## config.mk

```make
export PLATFORM = sky130hd
export DESIGN_NAME = rst_req_ctrl
export DESIGN_NICKNAME = d
export VERILOG_FILES = /design/src/rtl/rst_req_ctrl.sv
export SDC_FILE = /design/constraint.sdc
export NUM_CORES = 1
export LEC_CHECK = 0
export ABC_AREA = 1
export BUFFER_PORTS_ARGS = -buffer_cell sky130_fd_sc_hd__buf_4
export CAP_MARGIN = 20
export CORE_ASPECT_RATIO = 0.75
export CORE_MARGIN = 2
export CORE_UTILIZATION = 59
export DETAILED_ROUTE_END_ITERATION = 8
export GPL_TIMING_DRIVEN = 0
export PLACE_DENSITY = 0.8
export SYNTH_ARGS = -nofsm -noshare
export SYNTH_HDL_FRONTEND = slang
export SYNTH_SLANG_ARGS = --single-unit
```

## constraint.sdc

```tcl
create_clock -name ref_clk_i -period 2.66 [get_ports ref_clk_i]
set_input_delay 0.532 -clock ref_clk_i [delete_from_list [all_inputs] [get_ports ref_clk_i]]
set_output_delay 0.532 -clock ref_clk_i [all_outputs]
set_load 0.05 [all_outputs]
```

## src/rtl/rst_req_ctrl.sv

```systemverilog
// Reset-request front end for one output-reset domain: turns a request pulse into a
// held reset request, then watches the synchronized domain reset for completion or timeout.
module rst_req_ctrl #(
    parameter int unsigned HOLD_W      = 8,
    parameter int unsigned TIMEOUT     = 512,
    parameter int unsigned SYNC_STAGES = 2
) (
    input  logic              ref_clk_i,
    input  logic              arst_i,
    input  logic              req_i,
    input  logic [HOLD_W-1:0] hold_cycles_i,
    input  logic              arst_n_fb_i,
    output logic              arst_req_o,
    output logic              busy_o,
    output logic              done_o,
    output logic              timeout_o,
    output logic              drop_o,
    output logic [1:0]        dbg_state_o
);

    localparam int unsigned       TMO_W   = $clog2(TIMEOUT + 1);
    localparam logic [TMO_W-1:0]  TMO_MAX = TMO_W'(TIMEOUT);

    typedef enum logic [1:0] {
        ST_IDLE    = 2'd0,
        ST_ASSERT  = 2'd1,
        ST_RELEASE = 2'd2
    } state_e;

    state_e                 state_q, state_d;
    logic [HOLD_W-1:0]      hold_q, hold_d;
    logic [TMO_W-1:0]       tmo_q, tmo_d;
    logic                   seen_low_q, seen_low_d;
    logic                   timeout_q, timeout_d;
    logic                   arst_req_q, arst_req_d;
    logic                   drop_q, drop_d;
    logic [SYNC_STAGES-1:0] sync_q;

    logic                   fb_s;
    logic [HOLD_W-1:0]      hold_dec;
    logic [TMO_W-1:0]       tmo_inc;
    logic                   seen_now;

    // Cleared to 0 on reset so the domain is assumed to be in reset until proven otherwise.
    always_ff @(posedge ref_clk_i or posedge arst_i) begin
        if (arst_i) begin
            sync_q <= '0;
        end else begin
            sync_q <= {sync_q[SYNC_STAGES-2:0], arst_n_fb_i};
        end
    end

    assign fb_s     = sync_q[SYNC_STAGES-1];
    assign hold_dec = (hold_q != '0) ? hold_q - HOLD_W'(1) : '0;
    assign tmo_inc  = (tmo_q == TMO_MAX) ? TMO_MAX : tmo_q + TMO_W'(1);
    assign seen_now = seen_low_q | ~fb_s;

    always_ff @(posedge ref_clk_i or posedge arst_i) begin
        if (arst_i) begin
            state_q    <= ST_IDLE;
            hold_q     <= '0;
            tmo_q      <= '0;
            seen_low_q <= 1'b0;
            timeout_q  <= 1'b0;
            arst_req_q <= 1'b0;
            drop_q     <= 1'b0;
        end else begin
            state_q    <= state_d;
            hold_q     <= hold_d;
            tmo_q      <= tmo_d;
            seen_low_q <= seen_low_d;
            timeout_q  <= timeout_d;
            arst_req_q <= arst_req_d;
            drop_q     <= drop_d;
        end
    end

    always_comb begin
        state_d    = state_q;
        hold_d     = hold_q;
        tmo_d      = tmo_q;
        seen_low_d = seen_low_q;
        timeout_d  = timeout_q;
        arst_req_d = arst_req_q;
        drop_d     = req_i & (state_q != ST_IDLE);

        case (state_q)
            ST_IDLE: begin
                arst_req_d = 1'b0;
                if (req_i) begin
                    state_d    = ST_ASSERT;
                    arst_req_d = 1'b1;
                    hold_d     = (hold_cycles_i == '0) ? HOLD_W'(1) : hold_cycles_i;
                    seen_low_d = 1'b0;
                    tmo_d      = '0;
                    timeout_d  = 1'b0;
                end
            end

            ST_ASSERT: begin
                arst_req_d = 1'b1;
                hold_d     = hold_dec;
                seen_low_d = seen_now;
                // Decide on next-cycle values so the request drops right after the Nth held cycle.
                if ((hold_dec == '0) && seen_now) begin
                    state_d    = ST_RELEASE;
                    arst_req_d = 1'b0;
                    tmo_d      = '0;
                end else if ((hold_q == '0) && !seen_low_q) begin
                    tmo_d = tmo_inc;
                    if (tmo_inc == TMO_MAX) begin
                        state_d    = ST_IDLE;
                        arst_req_d = 1'b0;
                        timeout_d  = 1'b1;
                    end
                end
            end

            ST_RELEASE: begin
                arst_req_d = 1'b0;
                if (fb_s) begin
                    state_d = ST_IDLE;
                end else begin
                    tmo_d = tmo_inc;
                    if (tmo_inc == TMO_MAX) begin
                        state_d   = ST_IDLE;
                        timeout_d = 1'b1;
                    end
                end
            end

            default: begin
                state_d    = ST_IDLE;
                arst_req_d = 1'b0;
            end
        endcase
    end

    assign arst_req_o  = arst_req_q;
    assign busy_o      = (state_q != ST_IDLE);
    assign done_o      = (state_q == ST_RELEASE) & fb_s;
    assign timeout_o   = timeout_q;
    assign drop_o      = drop_q;
    assign dbg_state_o = state_q;

endmodule

```

==> results of run 1 <==
-- cells in the final DEF, fill, tap and decap left out, types with 2 or more instances in the layout --
cell type	count
sky130_fd_sc_hd__clkbuf_8	3
sky130_fd_sc_hd__nor2_1	28
sky130_fd_sc_hd__clkbuf_1	3
sky130_fd_sc_hd__nor2_2	6
sky130_fd_sc_hd__dfrtp_1	26
sky130_fd_sc_hd__a22oi_1	3
sky130_fd_sc_hd__buf_2	2
sky130_fd_sc_hd__o21ai_1	10
sky130_fd_sc_hd__o211ai_1	2
sky130_fd_sc_hd__a21oi_1	6
sky130_fd_sc_hd__nand4_1	5
sky130_fd_sc_hd__buf_4	18
sky130_fd_sc_hd__nand3_1	22
sky130_fd_sc_hd__ha_1	7
sky130_fd_sc_hd__xor2_1	5
sky130_fd_sc_hd__o21ai_0	9
sky130_fd_sc_hd__nand2_4	2
sky130_fd_sc_hd__nand2_2	4
sky130_fd_sc_hd__nand2_1	81
sky130_fd_sc_hd__nor2_4	2
sky130_fd_sc_hd__inv_1	35
-- sequential cells by signal, summed over array words and instances, names as in the netlist --
register and cells:
arst_req_o 1, hold_q 8, sync_q 2, tmo_q 10, timeout_o 1, dbg_state_o 2
drop_o 1, seen_low_q 1
-- cell type report --
class / count / area, µm²
buffer: 6 / 32.5
clock buffer: 3 / 41.3
clock inverter: 1 / 30.0
fill: 288 / 842
inverter: 36 / 135
multi-input combinational: 202 / 1040
sequential: 26 / 651
tap: 38 / 47.5
timing repair buffer: 19 / 163
-- cell families (layout without fill, tap and decap cells) --
family | after synthesis | count (layout) | share of synthesized area (%)
simple gates | 155 | 155 | 37.9
buf+inv | 42 | 65 | 9.04
compound gates | 34 | 34 | 10.4
xor+xnor | 6 | 6 | 2.83
flops | 26 | 26 | 35.1
fa+ha+maj | 7 | 7 | 4.72
-- path summary, 6_finish.rpt --
path,end,cells past startpoint
min in group ref_clk_i,sync_q[0]$_DFF_PP0_,1
hold reg to reg,sync_q[1]$_DFF_PP0_,0
hold / removal,tmo_q[5]$_DFFE_PP0P_,2
max in group asynchronous,seen_low_q$_DFFE_PP0P_,3
setup / recovery,tmo_q[6]$_DFFE_PP0P_,14
setup reg to reg,tmo_q[6]$_DFFE_PP0P_,14
-- routing by layer --
layer	share of wire [%]	GRT usage [%]	wire length (µm)	vias up
li1	-	-	-	903
met3	5.8	4.73	237	5
met2	44	38.3	1780	49
met4	0.93	6.21	38	0
met5	0	0	0	-
met1	49	37.1	2010	824
-- stage by stage --
stage          setup slack, ps  power [µW]
3_5_place_dp               425        1700
5_1_grt                    189        2220
3_3_place_gp               501        1700
4_1_cts                    405        2040
6_report                   396        2050
2_1_floorplan              427        1440
-- worst max-delay path, delay by kind of cell (launching register included) --
| family | cells | cell delay, ps |
|---|---|---|
| AO/OA/AOI/OAI | 1 | 70 |
| adder cells (fa/ha/maj) | 1 | 310 |
| buffers and inverters | 2 | 350 |
| flip-flops | 1 | 370 |
| AND/OR/NAND/NOR | 10 | 1040 |
-- power breakdown --
group          total [µW]  internal (µW)  switching [µW]  leakage, µW
Clock                 331            202             129    0.0000357
Sequential            591            500            91.0     0.000331
Combinational        1130            360             770     0.000742
Total                2050           1060             990      0.00111
==> Flow_metrics.wiki, run 1 <==
{| class="wikitable"
! Metric !! Value
|-
| Status || finished, final reports clean
|-
| Critical Path Max Stage Delay || 370 ps
|-
| Clock Tree Buf Depth || 2
|-
| Max Cap Violations || 0
|-
| Via density per instance || 5.38
|-
| Class of the most critical hold timing path || in -> async
|-
| Detailed router's first-iteration violation count || 138
|-
| Yosys reg bits || 26
|-
| Gpl congestion || 0.891
|-
| Final wirelength || 4070 µm
|-
| Final-report max-slew violation count || 0
|-
| PortBufs || 18
|-
| TritonCTS clock tree || built
|-
| Post_cts resized || 0
|-
| Number of nets with antenna violations after detailed routing || 0
|-
| Clock net sink count || 26
|-
| Cell accounting for the most synthesized area || sky130_fd_sc_hd__dfrtp_1
|-
| Data arrival time at the worst-slack endpoint || 2430 ps
|-
| Commonest cells post-synth || 81 x sky130_fd_sc_hd__nand2_1, 35 x sky130_fd_sc_hd__inv_1, 28 x sky130_fd_sc_hd__nor2_1
|-
| Post-DP Area || 2040 µm²
|-
| Part of the cycle the worst path needs || 85.1%
|-
| Clock network latency to the later pin of the worst-skew pair || 280 ps
|-
| # placed instances || 326
|-
| Unrepaired setup endpoints after global routing || no
|-
| Setup TNS || 0 ps
|-
| Final cell count without fillers || 331
|-
| Static Leakage || 0.00111 µW
|-
| First-pass GRT wire length || 6780 µm
|-
| Proportion of synthesized flip-flops having asynchronous set or reset || 100%
|-
| Power per standard cell area || 961 nW/µm²
|-
| Chain of cells forming the critical path || inv_1 > ha_1 > nand2_2 > nor2_4 > nand2_4 > nand3_1 > nand3_1 > nor2_2 > nand2_2 > nand3_4 > nand2_4 > buf_6 > nand2_1 > o21ai_1
|-
| Hpwl dp || 3070 µm
|-
| Mean routed wirelength per cell || 12.3 µm
|-
| Antenna diodes || 0
|-
| R2R Setup Slk || 400 ps
|-
| Number of nets produced by synthesis || 289
|-
| Clock buffers created by TritonCTS || 3
|-
| Fraction of final layout cells with drive strength greater than 1 || 15.4%
|-
| Die Span Y || 52.6 µm
|-
| Sequential element share of the synthesized area || 35.1%
|-
| Floorplan core area || 2980 µm²
|-
| Avg Inst Size Synth || 6.87 µm²
|-
| Buffers inserted during post-CTS setup optimization || 0
|-
| Critical Path RT || 2820 ps
|-
| Number of search-and-repair iterations in the first detailed-routing pass || 4
|-
| Number of standard-cell rows in the floorplan || 17
|-
| Post-Syn Instances || 270
|-
| Clock transition at the registers of the reported paths || 90 ps
|-
| Ys Warns || 0
|-
| Grt total ovfl || 0
|-
| Count of hold buffers inserted by post-cts repair || 0
|-
| EDFF count, synth || 0
|-
| Total Nets Final || 313
|-
| Drc violations || 0
|-
| Startpoint type of the worst setup path || register
|-
| Kind of critical path || reg -> reg
|-
| Maximum number of pins on one net before global-route repair || 27
|-
| Max_slew headroom || 69.9%
|-
| Number of placed I/O pins || 19
|-
| CTS H-Tree Depth || 1
|-
| Final clock skew || 3.69 ps
|-
| Critical path peak fanout || 10
|-
| Yosys cell types || 31
|-
| Area grow syn2layout || 15.2%
|-
| Max stage delay cell, worst path || sky130_fd_sc_hd__dfrtp_1
|-
| Most common cell in the netlist || sky130_fd_sc_hd__nand2_1
|-
| Via Count || 1781
|-
| Start of the worst register-to-register path || hold_q[0]$_DFFE_PP0P_
|-
| Final setup violating endpoints || 0
|-
| Die area || 3610 µm²
|-
| Antenna violations before repair || 0
|-
| Tmin final || 2260 ps
|-
| Top area cells in the synthesized netlist || sky130_fd_sc_hd__dfrtp_1 35%, sky130_fd_sc_hd__nand2_1 16%, sky130_fd_sc_hd__inv_1 7.1%
|-
| Worst IR Drop VDD || 0.791 mV
|-
| Final count of hold timing violations || 0
|-
| Maximum operating frequency || 442 MHz
|-
| Portion of synthesized cell area occupied by the leading cell type || 35.1%
|-
| Post-Route Utilization || 71.7%
|-
| Final instance area || 2140 µm²
|-
| X dimension of the die || 68.7 µm
|-
| Start point of the critical path || hold_q[0]$_DFFE_PP0P_
|-
| Final-layout worst hold slack || 180 ps
|-
| Slew at the pin with the worst max-slew slack || 452 ps
|-
| Critical path endpoint category || register
|-
| Primary FF master, synth || sky130_fd_sc_hd__dfrtp_1
|-
| Total routing resource utilization after global routing || 25.3%
|-
| Vias in the first global route || 1544
|-
| Starting Density || 62.3%
|-
| Cell Area, Synth || 1850 µm²
|-
| Root buffer selected by CTS || sky130_fd_sc_hd__clkbuf_8
|}
Power figures use the tool's default switching activity.
==> run 2: changes to the inputs <==
--- a/config.mk
+++ b/config.mk
@@ -14,6 +14,7 @@
 export DETAILED_ROUTE_END_ITERATION = 8
 export GPL_TIMING_DRIVEN = 0
 export PLACE_DENSITY = 0.8
+export REMOVE_ABC_BUFFERS = 1
 export SYNTH_ARGS = -nofsm -noshare
 export SYNTH_HDL_FRONTEND = slang
 export SYNTH_SLANG_ARGS = --single-unit
==> Flow_metrics.wiki, run 2 (synthesized netlist as in run 1, its figures left out) <==
{| class="wikitable"
! Metric !! Value
|-
| Unrepaired setup endpoints after global routing || no (unchanged)
|-
| R2R Setup Slk || 410 ps (was 400 ps)
|-
| First-pass GRT wire length || 6740 µm (was 6780 µm)
|-
| Area grow syn2layout || 12.9% (was 15.2%)
|-
| Slew at the pin with the worst max-slew slack || 423 ps (was 452 ps)
|-
| Commonest cells after routing, fill and taps aside || 81 x sky130_fd_sc_hd__nand2_1, 35 x sky130_fd_sc_hd__inv_1, 28 x sky130_fd_sc_hd__nor2_1 (unchanged)
|-
| Drc violations || 0 (unchanged)
|-
| Die area || 3610 µm² (unchanged)
|-
| Critical path endpoint category || register (unchanged)
|-
| Count of hold buffers inserted by post-cts repair || 0 (unchanged)
|-
| Buffers inserted during post-CTS setup optimization || 0 (unchanged)
|-
| Starting Density || 62.3% (unchanged)
|-
| X dimension of the die || 68.7 µm (unchanged)
|-
| Final setup violating endpoints || 0 (unchanged)
|-
| Via Count || 1721 (was 1781)
|-
| PortBufs || 18 (unchanged)
|-
| Die Span Y || 52.6 µm (unchanged)
|-
| Start of the worst register-to-register path || dbg_state_o[1]$_DFFE_PP0P_ (was hold_q[0]$_DFFE_PP0P_)
|-
| Status || finished, final reports clean (unchanged)
|-
| Hpwl dp || 2980 µm (was 3070 µm)
|-
| Detailed router's first-iteration violation count || 162 (was 138)
|-
| # fillers || 273 (was 288)
|-
| Number of placed I/O pins || 19 (unchanged)
|-
| Critical Path RT || 2850 ps (was 2820 ps)
|-
| Root buffer selected by CTS || sky130_fd_sc_hd__clkbuf_8 (unchanged)
|-
| Final count of hold timing violations || 0 (unchanged)
|-
| Number of search-and-repair iterations in the first detailed-routing pass || 4 (unchanged)
|-
| Via density per instance || 5.30 (was 5.38)
|-
| Number of nets with antenna violations after detailed routing || 0 (unchanged)
|-
| Antenna violations before repair || 0 (unchanged)
|-
| Startpoint type of the worst setup path || register (unchanged)
|-
| Total routing resource utilization after global routing || 25.2% (was 25.3%)
|-
| Power per standard cell area || 934 nW/µm² (was 961 nW/µm²)
|-
| Total Nets Final || 307 (was 313)
|-
| Max stage delay cell, worst path || sky130_fd_sc_hd__dfrtp_1 (unchanged)
|-
| TritonCTS clock tree || built (unchanged)
|-
| CP top delay family || compound AO/OA/AOI/OAI gates (was simple AND/OR/NAND/NOR gates)
|-
| Kind of critical path || reg -> reg (unchanged)
|-
| Number of cell instances on the worst register-to-register path || 8 (was 14)
|-
| CTS H-Tree Depth || 1 (unchanged)
|-
| Data arrival time at the worst-slack endpoint || 2430 ps (about the same)
|-
| Worst IR Drop VDD || 0.641 mV (was 0.791 mV)
|-
| Post_cts resized || 2 (was 0)
|-
| Static Leakage || 0.00108 µW (was 0.00111 µW)
|-
| Most common cell after layout, fill and taps aside || sky130_fd_sc_hd__nand2_1 (unchanged)
|-
| Max Cap Violations || 0 (unchanged)
|-
| Clock transition at the registers of the reported paths || 90 ps (about the same)
|-
| Clock network latency to the later pin of the worst-skew pair || 270 ps (was 280 ps)
|-
| Grt total ovfl || 0 (unchanged)
|-
| Floorplan core area || 2980 µm² (unchanged)
|-
| Register Area || 651 µm² (unchanged)
|-
| Part of the cycle the worst path needs || 84.5% (was 85.1%)
|-
| Buf/Inv on CP || 3 (was 2)
|-
| Vias in the first global route || 1538 (was 1544)
|-
| Maximum number of pins on one net before global-route repair || 27 (unchanged)
|-
| Chain of cells forming the critical path || inv_1 > ha_2 > inv_1 > o21ai_2 > inv_1 > a21oi_1 > o21ai_0 > o21ai_0 (was inv_1 > ha_1 > nand2_2 > nor2_4 > nand2_4 > nand3_1 > nand3_1 > nor2_2 > nand2_2 > nand3_4 > nand2_4 > buf_6 > nand2_1 > o21ai_1)
|-
| Multi-input combinational cell area || 1040 µm² (about the same)
|-
| Number of standard-cell rows in the floorplan || 17 (unchanged)
|-
| Antenna diodes || 0 (unchanged)
|-
| Final wirelength || 3980 µm (was 4070 µm)
|-
| Endpoint of the most critical register-to-register path || hold_q[3]$_DFFE_PP0P_ (was tmo_q[6]$_DFFE_PP0P_)
|-
| Clock Tree Buf Depth || 2 (unchanged)
|-
| Post-Route Utilization || 70.3% (was 71.7%)
|-
| Clock buffers created by TritonCTS || 3 (unchanged)
|-
| Fraction of final layout cells with drive strength greater than 1 || 15.3% (was 15.4%)
|-
| Class of the most critical hold timing path || in -> async (unchanged)
|-
| Biggest regs || tmo_q x10, hold_q x8 (unchanged)
|-
| Clock net sink count || 26 (unchanged)
|-
| # placed instances || 320 (was 326)
|-
| Maximum operating frequency || 445 MHz (was 442 MHz)
|-
| Gpl congestion || 0.871 (was 0.891)
|-
| Max reg flops || 10 (unchanged)
|-
| Final-report max-slew violation count || 0 (unchanged)
|-
| Max_slew headroom || 71.8% (was 69.9%)
|-
| Final cell count without fillers || 325 (was 331)
|-
| Register bank with the most flops || tmo_q (unchanged)
|-
| Final clock skew || 5.05 ps (was 3.69 ps)
|-
| Tmin final || 2250 ps (was 2260 ps)
|-
| Critical path peak fanout || 18 (was 10)
|-
| Most Frequent Cell on Critical Path || sky130_fd_sc_hd__inv_1
|-
| Mean routed wirelength per cell || 12.3 µm (about the same)
|-
| Critical Path Max Stage Delay || 440 ps (was 370 ps)
|}
-- run 2: metal layers --
metal	share of wire (%)	routed length [µm]	global-route usage (%)	up-vias
met1	48	1910	35.0	773
met5	0	0	0	-
met2	45	1800	41.0	55
met3	6.4	256	5.16	2
li1	-	-	-	891
met4	0.58	23	4.58	0
-- run 2: layout make-up --
type / instances / area share, %
Sequential cell: 26 / 31.1
Timing Repair Buffer: 19 / 7.77
Tap cell: 38 / 2.27
Multi-Input combinational cell: 202 / 49.8
Inverter: 36 / 6.46
Clock buffer: 4 / 2.63
-- run 2: worst max path at each step --
stage | slack, ps | from | to | depth (start not counted)
6_report | 410 | dbg_state_o[1]$_DFFE_PP0P_ | hold_q[3]$_DFFE_PP0P_ | 8
3_5_place_dp | -340 | dbg_state_o[1]$_DFFE_PP0P_ | hold_q[3]$_DFFE_PP0P_ | 8
2_1_floorplan | 40 | dbg_state_o[0]$_DFFE_PP0P_ | hold_q[3]$_DFFE_PP0P_ | 7
5_1_grt | 250 | dbg_state_o[1]$_DFFE_PP0P_ | hold_q[3]$_DFFE_PP0P_ | 8
3_3_place_gp | -390 | dbg_state_o[1]$_DFFE_PP0P_ | hold_q[3]$_DFFE_PP0P_ | 8
4_1_cts | 200 | dbg_state_o[1]$_DFFE_PP0P_ | hold_q[3]$_DFFE_PP0P_ | 8
-- run 2: per-stage QoR --
| stage | hold slack [ps] | cell area, µm² | total power, µW | TNS [ps] | setup slack [ps] |
|---|---|---|---|---|---|
| final | 200 | 2090 | 1960 | 0 | 413 |
| after global routing | 215 | 2090 | 2110 | 0 | 246 |
| after CTS | 359 | 2060 | 1940 | 0 | 196 |
| after detailed placement | 342 | 2000 | 1670 | -1170 | -337 |
| after global placement | 332 | 2000 | 1650 | -1490 | -387 |
| after floorplan | 331 | 1820 | 1410 | 0 | 41.1 |
-- run 2: where the power goes --
group	leakage, µW	internal (µW)	switching (µW)	total (µW)
clock network	0.0000288	132	122	254
registers	0.000331	500	92.4	592
logic	0.000723	343	767	1110
==> run 3: changes to the inputs <==
--- a/config.mk
+++ b/config.mk
@@ -10,10 +10,10 @@
 export CAP_MARGIN = 20
 export CORE_ASPECT_RATIO = 0.75
 export CORE_MARGIN = 2
-export CORE_UTILIZATION = 59
+export CORE_UTILIZATION = 53
 export DETAILED_ROUTE_END_ITERATION = 8
 export GPL_TIMING_DRIVEN = 0
-export PLACE_DENSITY = 0.8
+export PLACE_DENSITY = 0.76
 export REMOVE_ABC_BUFFERS = 1
 export SYNTH_ARGS = -nofsm -noshare
 export SYNTH_HDL_FRONTEND = slang
==> constraint.sdc (replaced) <==
create_clock -name ref_clk_i -period 1.8 [get_ports ref_clk_i]
set_input_delay 0.36 -clock ref_clk_i [delete_from_list [all_inputs] [get_ports ref_clk_i]]
set_output_delay 0.36 -clock ref_clk_i [all_outputs]
set_load 0.05 [all_outputs]
==> Flow_metrics.wiki, run 3 (synthesized netlist as in run 1, its figures left out) <==
{| class="wikitable"
! Metric !! Value
|-
| Number of cell instances on the worst register-to-register path || 14 (was 8)
|-
| Root buffer selected by CTS || sky130_fd_sc_hd__clkbuf_8 (unchanged)
|-
| Via density per instance || 5.91 (was 5.30)
|-
| Power per standard cell area || 1550 nW/µm² (was 934 nW/µm²)
|-
| Clock transition at the registers of the reported paths || 90 ps (about the same)
|-
| Violations in the final reports || negative setup slack
|-
| Part of the cycle the worst path needs || 111% (was 84.5%)
|-
| Number of standard-cell rows in the floorplan || 18 (was 17)
|-
| Biggest regs || tmo_q x10, hold_q x8 (unchanged)
|-
| Mean routed wirelength per cell || 17.1 µm (was 12.3 µm)
|-
| Count of hold buffers inserted by post-cts repair || 0 (unchanged)
|-
| Total Nets Final || 334 (was 307)
|-
| Number of logic stages on the critical path including buffering || 14 (was 8)
|-
| Via Count || 2092 (was 1721)
|-
| Die Span Y || 55.2 µm (was 52.6 µm)
|-
| Endpoint of the most critical register-to-register path || dbg_state_o[0]$_DFFE_PP0P_ (was hold_q[3]$_DFFE_PP0P_)
|-
| # fillers || 220 (was 273)
|-
| Start of the worst register-to-register path || tmo_q[1]$_DFFE_PP0P_ (was dbg_state_o[1]$_DFFE_PP0P_)
|-
| Final clock skew || 2.11 ps (was 5.05 ps)
|-
| Hpwl dp || 3050 µm (was 2980 µm)
|-
| Vias in the first global route || 1744 (was 1538)
|-
| First-pass GRT wire length || 7910 µm (was 6740 µm)
|-
| Class of the most critical hold timing path || in -> async (unchanged)
|-
| Final wirelength || 6050 µm (was 3980 µm)
|-
| PortBufs || 18 (unchanged)
|-
| Area grow syn2layout || 39.9% (was 12.9%)
|-
| Final count of hold timing violations || 0 (unchanged)
|-
| Starting Density || 56.0% (was 62.3%)
|-
| Tmin final || 2000 ps (was 2250 ps)
|-
| R2R Setup Slk || -200 ps (was 410 ps)
|-
| Chain of cells forming the critical path || ha_2 > nand2_1 > nor2_4 > nand4_1 > nand2_2 > inv_1 > nor2_2 > nand3_2 > nand2_1 > inv_1 > nand2_1 > nand2_1 > nand2_1 > nand2_1 (was inv_1 > ha_2 > inv_1 > o21ai_2 > inv_1 > a21oi_1 > o21ai_0 > o21ai_0)
|-
| Register bank with the most flops || tmo_q (unchanged)
|-
| Max reg flops || 10 (unchanged)
|-
| Number of search-and-repair iterations in the first detailed-routing pass || 5 (was 4)
|-
| Number of placed I/O pins || 19 (unchanged)
|-
| Maximum number of pins on one net before global-route repair || 27 (unchanged)
|-
| Final-report max-slew violation count || 0 (unchanged)
|-
| Clock Tree Buf Depth || 2 (unchanged)
|-
| Die area || 3990 µm² (was 3610 µm²)
|-
| Clock buffers created by TritonCTS || 3 (unchanged)
|-
| Antenna diodes || 0 (unchanged)
|-
| Status || complete, but fails checks (was finished, final reports clean)
|-
| Start point of the critical path || tmo_q[1]$_DFFE_PP0P_ (was dbg_state_o[1]$_DFFE_PP0P_)
|-
| # placed instances || 322 (was 320)
|-
| Commonest cells after routing, fill and taps aside || 73 x sky130_fd_sc_hd__nand2_1, 38 x sky130_fd_sc_hd__buf_4, 28 x sky130_fd_sc_hd__inv_1 (was 81 x sky130_fd_sc_hd__nand2_1, 35 x sky130_fd_sc_hd__inv_1, 28 x sky130_fd_sc_hd__nor2_1)
|-
| Critical Path Max Stage Delay || 460 ps (was 440 ps)
|-
| Worst IR Drop VDD || 1.10 mV (was 0.641 mV)
|-
| Critical path peak fanout || 5 (was 18)
|-
| Detailed router's first-iteration violation count || 215 (was 162)
|-
| Buf/Inv on CP || 2 (was 3)
|-
| CP top delay family || simple AND/OR/NAND/NOR gates (was compound AO/OA/AOI/OAI gates)
|-
| Most Frequent Cell on Critical Path || sky130_fd_sc_hd__nand2_1 (was sky130_fd_sc_hd__inv_1)
|-
| CTS H-Tree Depth || 1 (unchanged)
|-
| Clock network latency to the later pin of the worst-skew pair || 280 ps (was 270 ps)
|-
| Number of nets with antenna violations after detailed routing || 0 (unchanged)
|-
| X dimension of the die || 72.3 µm (was 68.7 µm)
|-
| Drc violations || 0 (unchanged)
|-
| Grt total ovfl || 0 (unchanged)
|-
| Startpoint type of the worst setup path || register (unchanged)
|-
| Max Cap Violations || 0 (unchanged)
|-
| Critical Path RT || 1980 ps (was 2850 ps)
|-
| Floorplan core area || 3310 µm² (was 2980 µm²)
|-
| End point of the critical path || dbg_state_o[0]$_DFFE_PP0P_ (was hold_q[3]$_DFFE_PP0P_)
|-
| Antenna violations before repair || 0 (unchanged)
|-
| Total routing resource utilization after global routing || 24.8% (was 25.2%)
|-
| Total Power Consumption || 4030 µW (was 1960 µW)
|-
| Unrepaired setup endpoints after global routing || yes (was no)
|-
| Clock net sink count || 26 (unchanged)
|-
| Critical path endpoint category || register (unchanged)
|-
| Slack of the critical path || -195 ps (was 413 ps)
|-
| Final setup violating endpoints || 14 (was 0)
|-
| Most common cell after layout, fill and taps aside || sky130_fd_sc_hd__nand2_1 (unchanged)
|-
| Data arrival time at the worst-slack endpoint || 2170 ps (was 2430 ps)
|-
| Kind of critical path || reg -> reg (unchanged)
|-
| Slew at the pin with the worst max-slew slack || 366 ps (was 423 ps)
|-
| TritonCTS clock tree || built (unchanged)
|-
| Static Leakage || 0.00126 µW (was 0.00108 µW)
|-
| Fraction of final layout cells with drive strength greater than 1 || 34.4% (was 15.3%)
|-
| Final cell count without fillers || 354 (was 325)
|-
| Maximum operating frequency || 501 MHz (was 445 MHz)
|-
| Max_slew headroom || 75.6% (was 71.8%)
|-
| Max stage delay cell, worst path || sky130_fd_sc_hd__dfrtp_1 (unchanged)
|-
| Gpl congestion || 0.816 (was 0.871)
|}
run 3: worst min-delay path by stage:
stage                                   start               endpoint  slack [ps]  cells after the start
after floorplan           sync_q[0]$_DFF_PP0_    sync_q[1]$_DFF_PP0_         330                      0
after global placement    sync_q[0]$_DFF_PP0_    sync_q[1]$_DFF_PP0_         330                      0
after detailed placement  sync_q[0]$_DFF_PP0_    sync_q[1]$_DFF_PP0_         360                      0
after CTS                         arst_n_fb_i    sync_q[0]$_DFF_PP0_         180                      1
after global routing                   arst_i  hold_q[4]$_DFFE_PP0P_          40                      2
final                                  arst_i  hold_q[1]$_DFFE_PP0P_          30                      2
run 3: power by group:
part	internal, µW	total, µW	leakage (µW)	switching (µW)
combinational	1070	2720	0.000902	1650
sequential	744	921	0.000328	178
clock	196	391	0.0000288	195
total	2010	4030	0.00126	2030
run 3: layout make-up:
type / count / area, µm² / share of cell area (%)
Sequential cell: 26 / 654 / 25.2
Timing Repair Buffer: 43 / 375 / 14.5
Tap cell: 40 / 50.0 / 1.93
Clock buffer: 4 / 55.1 / 2.12
Inverter: 36 / 143 / 5.50
Multi-Input combinational cell: 205 / 1320 / 50.8
run 3: repair_timing:
action	CTS	global route
setup buffers	12	12
setup endpoints to repair	23	23
cloned	1	2
pin swaps	12	12
resized for setup	28	36
run 3: worst register-to-register path: stages (launching register included):
cell and delay (ps):
sky130_fd_sc_hd__dfrtp_1 460, sky130_fd_sc_hd__ha_2 220, sky130_fd_sc_hd__nand2_1 90, sky130_fd_sc_hd__nor2_4 170, sky130_fd_sc_hd__nand4_1 130, sky130_fd_sc_hd__nand2_2 110
sky130_fd_sc_hd__inv_1 50, sky130_fd_sc_hd__nor2_2 150, sky130_fd_sc_hd__nand3_2 150, sky130_fd_sc_hd__nand2_1 110, sky130_fd_sc_hd__inv_1 40, sky130_fd_sc_hd__nand2_1 60
sky130_fd_sc_hd__nand2_1 60, sky130_fd_sc_hd__nand2_1 50, sky130_fd_sc_hd__nand2_1 50
run 3: per-layer routing:
layer	global-route usage [%]	part of all wire [%]	vias up
met5	0	0	-
met4	6.47	3.4	0
met3	4.38	6.6	28
met2	37.0	48	117
met1	37.1	42	998
li1	-	-	949
run 3: stage by stage:
step,cell area (µm²),utilization (%),worst slack (ps),hold slack [ps],setup TNS [ps]
2_1_floorplan,1820,-,-819,331,-9920
3_3_place_gp,2010,60.6,-1190,334,-12280
3_5_place_dp,2010,60.6,-1180,358,-12640
4_1_cts,2270,68.7,-74.9,185,-686
5_1_grt,2590,78.4,-395,42.5,-3820
6_report,2590,78.4,-195,29.0,-2210
